<file path="config.mk">
export PLATFORM = sky130hd
export DESIGN_NAME = serial_adder_fsm
export DESIGN_NICKNAME = d
export VERILOG_FILES = /design/src/rtl/serial_adder_fsm.sv
export SDC_FILE = /design/constraint.sdc
export NUM_CORES = 1
export LEC_CHECK = 0
export CAP_MARGIN = 5
export CELL_PAD_IN_SITES_DETAIL_PLACEMENT = 1
export CELL_PAD_IN_SITES_GLOBAL_PLACEMENT = 1
export CORE_UTILIZATION = 35
export CTS_BUF_LIST = sky130_fd_sc_hd__clkbuf_2 sky130_fd_sc_hd__clkbuf_4 sky130_fd_sc_hd__clkbuf_8
export CTS_CLUSTER_DIAMETER = 60
export DETAILED_ROUTE_END_ITERATION = 8
export PLACE_DENSITY = 0.64
export SLEW_MARGIN = 0
export SYNTH_ARGS = -nofsm -noshare
export SYNTH_HDL_FRONTEND = slang
export SYNTH_SLANG_ARGS = --single-unit
</file>
<file path="constraint.sdc">
create_clock -name clk -period 4.5 [get_ports clk]
set_clock_uncertainty 0.1 [all_clocks]
set_input_delay 0.9 -clock clk [delete_from_list [all_inputs] [get_ports clk]]
set_output_delay 0.9 -clock clk [all_outputs]
set_load 0.05 [all_outputs]
</file>
<file path="src/rtl/serial_adder_fsm.sv">
// serial_adder_fsm
//   Bit-serial WIDTH-bit adder built around one full-adder cell and a
//   registered carry. A start pulse loads A, B and Cin; one bit is processed
//   per clock, LSB first. The WIDTH-bit sum and carry-out appear together
//   with a one-cycle done pulse and hold until the next completion.
//
// Ports
//   clk    in   rising-edge clock
//   rst_n  in   asynchronous active-low reset
//   start  in   load request, honoured in IDLE or DONE only
//   A, B   in   WIDTH-bit operands, captured on the accepting edge
//   Cin    in   carry-in, captured on the accepting edge
//   busy   out  high while bits are being processed (SHIFT)
//   done   out  one-cycle pulse, Sum/Carry valid from this cycle
//   Sum    out  registered WIDTH-bit result
//   Carry  out  registered carry-out
//
// state  | meaning
// -------+----------------------------------------------------------
// IDLE   | waiting for start
// SHIFT  | one full-adder step per edge, WIDTH edges in total
// DONE   | result just published; done=1, may accept the next start

module serial_adder_fsm #(
  parameter int WIDTH = 8
) (
  input  logic             clk,
  input  logic             rst_n,
  input  logic             start,
  input  logic [WIDTH-1:0] A,
  input  logic [WIDTH-1:0] B,
  input  logic             Cin,
  output logic             busy,
  output logic             done,
  output logic [WIDTH-1:0] Sum,
  output logic             Carry
);

  localparam int CNT_W = $clog2(WIDTH + 1);

  typedef enum logic [1:0] {
    S_IDLE  = 2'd0,
    S_SHIFT = 2'd1,
    S_DONE  = 2'd2
  } state_t;

  state_t             state_q, state_d;
  logic [WIDTH-1:0]   a_q, a_d;
  logic [WIDTH-1:0]   b_q, b_d;
  logic               c_q, c_d;
  logic [WIDTH-1:0]   acc_q, acc_d;
  logic [CNT_W-1:0]   cnt_q, cnt_d;
  logic [WIDTH-1:0]   sum_q, sum_d;
  logic               carry_q, carry_d;
  logic               busy_q, busy_d;
  logic               done_q, done_d;

  // Full-adder cell on the current LSBs and the running carry.
  logic               fa_s;
  logic               fa_c;
  logic [WIDTH:0]     acc_shift;
  logic               last_bit;

  assign fa_s      = a_q[0] ^ b_q[0] ^ c_q;
  assign fa_c      = (a_q[0] & b_q[0]) | (a_q[0] & c_q) | (b_q[0] & c_q);
  // New sum bit enters at the MSB; the widened vector keeps WIDTH=1 legal.
  assign acc_shift = {fa_s, acc_q};
  assign last_bit  = (cnt_q == CNT_W'(WIDTH - 1));

  always_comb begin
    state_d = state_q;
    a_d     = a_q;
    b_d     = b_q;
    c_d     = c_q;
    acc_d   = acc_q;
    cnt_d   = cnt_q;
    sum_d   = sum_q;
    carry_d = carry_q;
    busy_d  = busy_q;
    done_d  = 1'b0;

    case (state_q)
      S_IDLE, S_DONE: begin
        if (start) begin
          a_d     = A;
          b_d     = B;
          c_d     = Cin;
          acc_d   = '0;
          cnt_d   = '0;
          busy_d  = 1'b1;
          state_d = S_SHIFT;
        end else begin
          busy_d  = 1'b0;
          state_d = S_IDLE;
        end
      end

      S_SHIFT: begin
        a_d   = a_q >> 1;
        b_d   = b_q >> 1;
        c_d   = fa_c;
        acc_d = acc_shift[WIDTH:1];
        cnt_d = cnt_q + CNT_W'(1);
        if (last_bit) begin
          sum_d   = acc_shift[WIDTH:1];
          carry_d = fa_c;
          done_d  = 1'b1;
          busy_d  = 1'b0;
          state_d = S_DONE;
        end
      end

      default: begin
        busy_d  = 1'b0;
        state_d = S_IDLE;
      end
    endcase
  end

  always_ff @(posedge clk or negedge rst_n) begin
    if (!rst_n) begin
      state_q <= S_IDLE;
      a_q     <= '0;
      b_q     <= '0;
      c_q     <= 1'b0;
      acc_q   <= '0;
      cnt_q   <= '0;
      sum_q   <= '0;
      carry_q <= 1'b0;
      busy_q  <= 1'b0;
      done_q  <= 1'b0;
    end else begin
      state_q <= state_d;
      a_q     <= a_d;
      b_q     <= b_d;
      c_q     <= c_d;
      acc_q   <= acc_d;
      cnt_q   <= cnt_d;
      sum_q   <= sum_d;
      carry_q <= carry_d;
      busy_q  <= busy_d;
      done_q  <= done_d;
    end
  end

  assign busy  = busy_q;
  assign done  = done_q;
  assign Sum   = sum_q;
  assign Carry = carry_q;

endmodule

</file>
==> metrics.md <==
| Metric | Value |
|---|---|
| Clock buffer depth | `2` |
| Area Growth Syn to Fin | `25.46%` |
| Critical path class | `flip-flop to output pin` |
| Die area | `between 0.004 and 0.005 mm²` |
| Setup TNS | `0 ns` |
| Yosys warns | `0` |
| Die height | `70.38 µm` |
| Ant diodes | `0` |
| Post-Route WL | `roughly 3200 µm` |
| CTS tree | `built` |
| Top cells by area, synth | `dfrtp_1 61%, a22o_1 14%, a21o_1 6.9%` |
| Status | `finished clean` |
| CP max-delay cell | `clkdlybuf4s50_1` |
| Mapped Cells | `between 100 and 150` |
| Worst-path cell chain | `clkdlybuf4s50_1` |
| Crit path time final | `around 2.5 ns` |
| Port bufs | `30` |
| Fraction of layout cells with a size suffix above 1 | `0.08966` |
| ANT nets after route | `0` |
| Critical Path End Type | `output pin` |
| CTS hold repair buffers | `0` |
| HP Class | `flip-flop to flip-flop` |
| Clk slew on worst S/H paths | `0.07 ns` |
| Placed Area | `0.001957 mm²` |
| Post-CTS Setup Inserts | `0` |
| DRC | `0` |
| Post-CTS Resized | `0` |
| Worst path buffer plus inverter count | `1` |
| Syn Area/Cell | `14.23 µm²` |
| Root Driver | `clkbuf_8` |
| WP data arrival | `approximately 1.5 ns` |
| Most common cell in the netlist | `dfrtp_1` |
| Yosys reg bits | `40` |
| Syn nets | `137` |
| Power per cell area | `~740 mW/mm²` |
| Async set or reset register ratio after synthesis | `1.000` |
| Post-synth top area share | `0.6116` |
| Final hold violation count | `0` |
| GRT overflow | `0` |
| Crit share post-route | `0.5516` |
| Placed wire-length estimate | `2160 µm` |
| Largest net degree at the start of global routing | `41` |
| Required @ worst endpoint | `3.50 ns` |
| First DRT Iteration DRCs | `60` |
| DRT Pass-1 Iters | `4` |
| Dominant cell type by area after synthesis | `dfrtp_1` |
| Main synth FF type | `dfrtp_1` |
| Worst slew pin tran | `between 0.8 and 0.9 ns` |
| Nets@finish | `167` |
| Largest stage delay, worst path | `between 0.8 and 0.9 ns` |
| Avg WL per Cell | `between 15 and 20 µm` |
| Fmax | `0.4029 GHz` |
| Clk_lat worst skew | `0.29 ns` |
| Antenna violations before repair | `0` |
| Crit Path Max Fanout | `4` |
| Final setup vio count | `0` |
| Crit path max-delay family | `buffers and inverters` |
| Final Instance Area | `~0.0021 mm²` |
| Slew margin rel. | `0.4094` |
| Final slew viol count | `0` |
| Top Ports | `31` |
| CTS H-Tree Depth | `2` |
| Static Leak | `between 0.001 and 0.0015 µW` |
| Yosys cell types | `19` |
| Die Span X | `between 70 and 80 µm` |
| CP Launch Type | `flip-flop` |
| Initial core utilization | `0.3707` |
| Peak VDD IR | `~200 µV` |
| First-pass GRT wire length | `about 5700 µm` |
| Synth top cells by count | `40 x dfrtp_1, 26 x a22o_1, 15 x a21o_1, 9 x mux2_1, 5 x buf_2` |
| Cts bufs inserted | `5` |
| RSZ-0062 raised after global routing | `false` |
| Drt via density | `5.401` |
| Tot GR Track Use | `0.1484` |
| Final GP Congestion | `around 0.70` |
| Number of global-route vias before repair | `around 1,200` |
| Cell area after synthesis | `0.001637 mm²` |
| Core area | `0.004414 mm²` |
| Vias after detailed routing | `1,064` |
| Rows | `24` |
| Max-Cap Viols | `0` |
| Sequential cell area fraction in the yosys report | `0.6116` |
| Number of synthesized flops with an enable pin | `0` |
| Clk sinks | `40` |
==> worst register-to-register path: stages, from the launching register on <==
cell     delay, ns
dfrtp_1       0.36
and2b_4       0.49
nor3b_2       0.79
mux2_1        0.39
==> power by group <==
group / internal, µW / leakage (µW) / switching, µW / total [µW]
clock: 136 / 0.0000503 / 117 / 254
sequential: 514 / 0.000512 / 100 / 614
combinational: 300 / 0.000454 / 352 / 651
total: 950 / 0.00102 / 569 / 1520
==> cell families after synthesis <==
family	synth area share
adder cells (fa/ha/maj)	0.01988
AO/OA/AOI/OAI	0.2110
AND/OR/NAND/NOR	0.04740
flip-flops	0.6116
buffers and inverters	0.02905
multiplexers	0.08104
==> worst paths after layout <==
check / start / to / slack, ns / cells after the start
max: busy$_DFFE_PN0P_ / busy / 2.02 / 1
min reg2reg: Sum[2]$_DFFE_PN0P_ / Sum[2]$_DFFE_PN0P_ / 0.38 / 1
min: Sum[2]$_DFFE_PN0P_ / Sum[2]$_DFFE_PN0P_ / 0.38 / 1
max reg2reg: state_q[1]$_DFFE_PN0P_ / Sum[5]$_DFFE_PN0P_ / 2.26 / 3
max in group asynchronous: rst_n / b_q[6]$_DFFE_PN0P_ / 3.11 / 1
min in group asynchronous: rst_n / Sum[0]$_DFFE_PN0P_ / 0.63 / 1
==> flip-flops by register name (all words and copies together), names as in the netlist, 4 cells and up <==
| register | count |
|---|---|
| Sum | 8 |
| a_q | 8 |
| b_q | 8 |
| acc_q | 7 |
| cnt_q | 4 |
==> cell usage in the layout (no fill, tap or decap), types with 2 or more instances in the layout <==
cell and n:
nor2b_1 2, clkbuf_8 7, a21o_1 15, mux2i_1 2, mux2_1 9, nand2_1 3
dfrtp_1 40, clkdlybuf4s50_1 29, a22o_1 26
==> final cells by class <==
cell class,instances,area (µm²)
Fill cell,458,2361
Sequential cell,40,1001
Multi-Input combinational cell,67,588.1
Timing Repair Buffer,31,302.8
Clock buffer,7,96.34
Tap cell,52,65.06
==> through the flow <==
stage / worst slack (ns) / utilization / power (µW) / cells / hold slack (ns)
after detailed placement: 1.926 / 0.4433 / 1284 / 190 / 0.3706
after CTS: 1.993 / 0.4651 / 1539 / 197 / 0.3871
after global placement: 1.953 / 0.4433 / 1245 / 190 / 0.3595
after floorplan: 2.616 / - / 1104 / 115 / 0.3496
final: 2.018 / 0.4651 / 1519 / 197 / 0.3842
after global routing: 1.967 / 0.4651 / 1629 / 197 / 0.4083
==> layer usage <==
metal  GRT usage  vias up  part of all wire
met5           0        -                 0
met4     0.06222        0             0.020
met3     0.04762        9             0.048
met2      0.2349       28              0.49
met1      0.1858      543              0.44
li1            -      484                 -
Note: power is estimated with default switching activity, not from simulation.
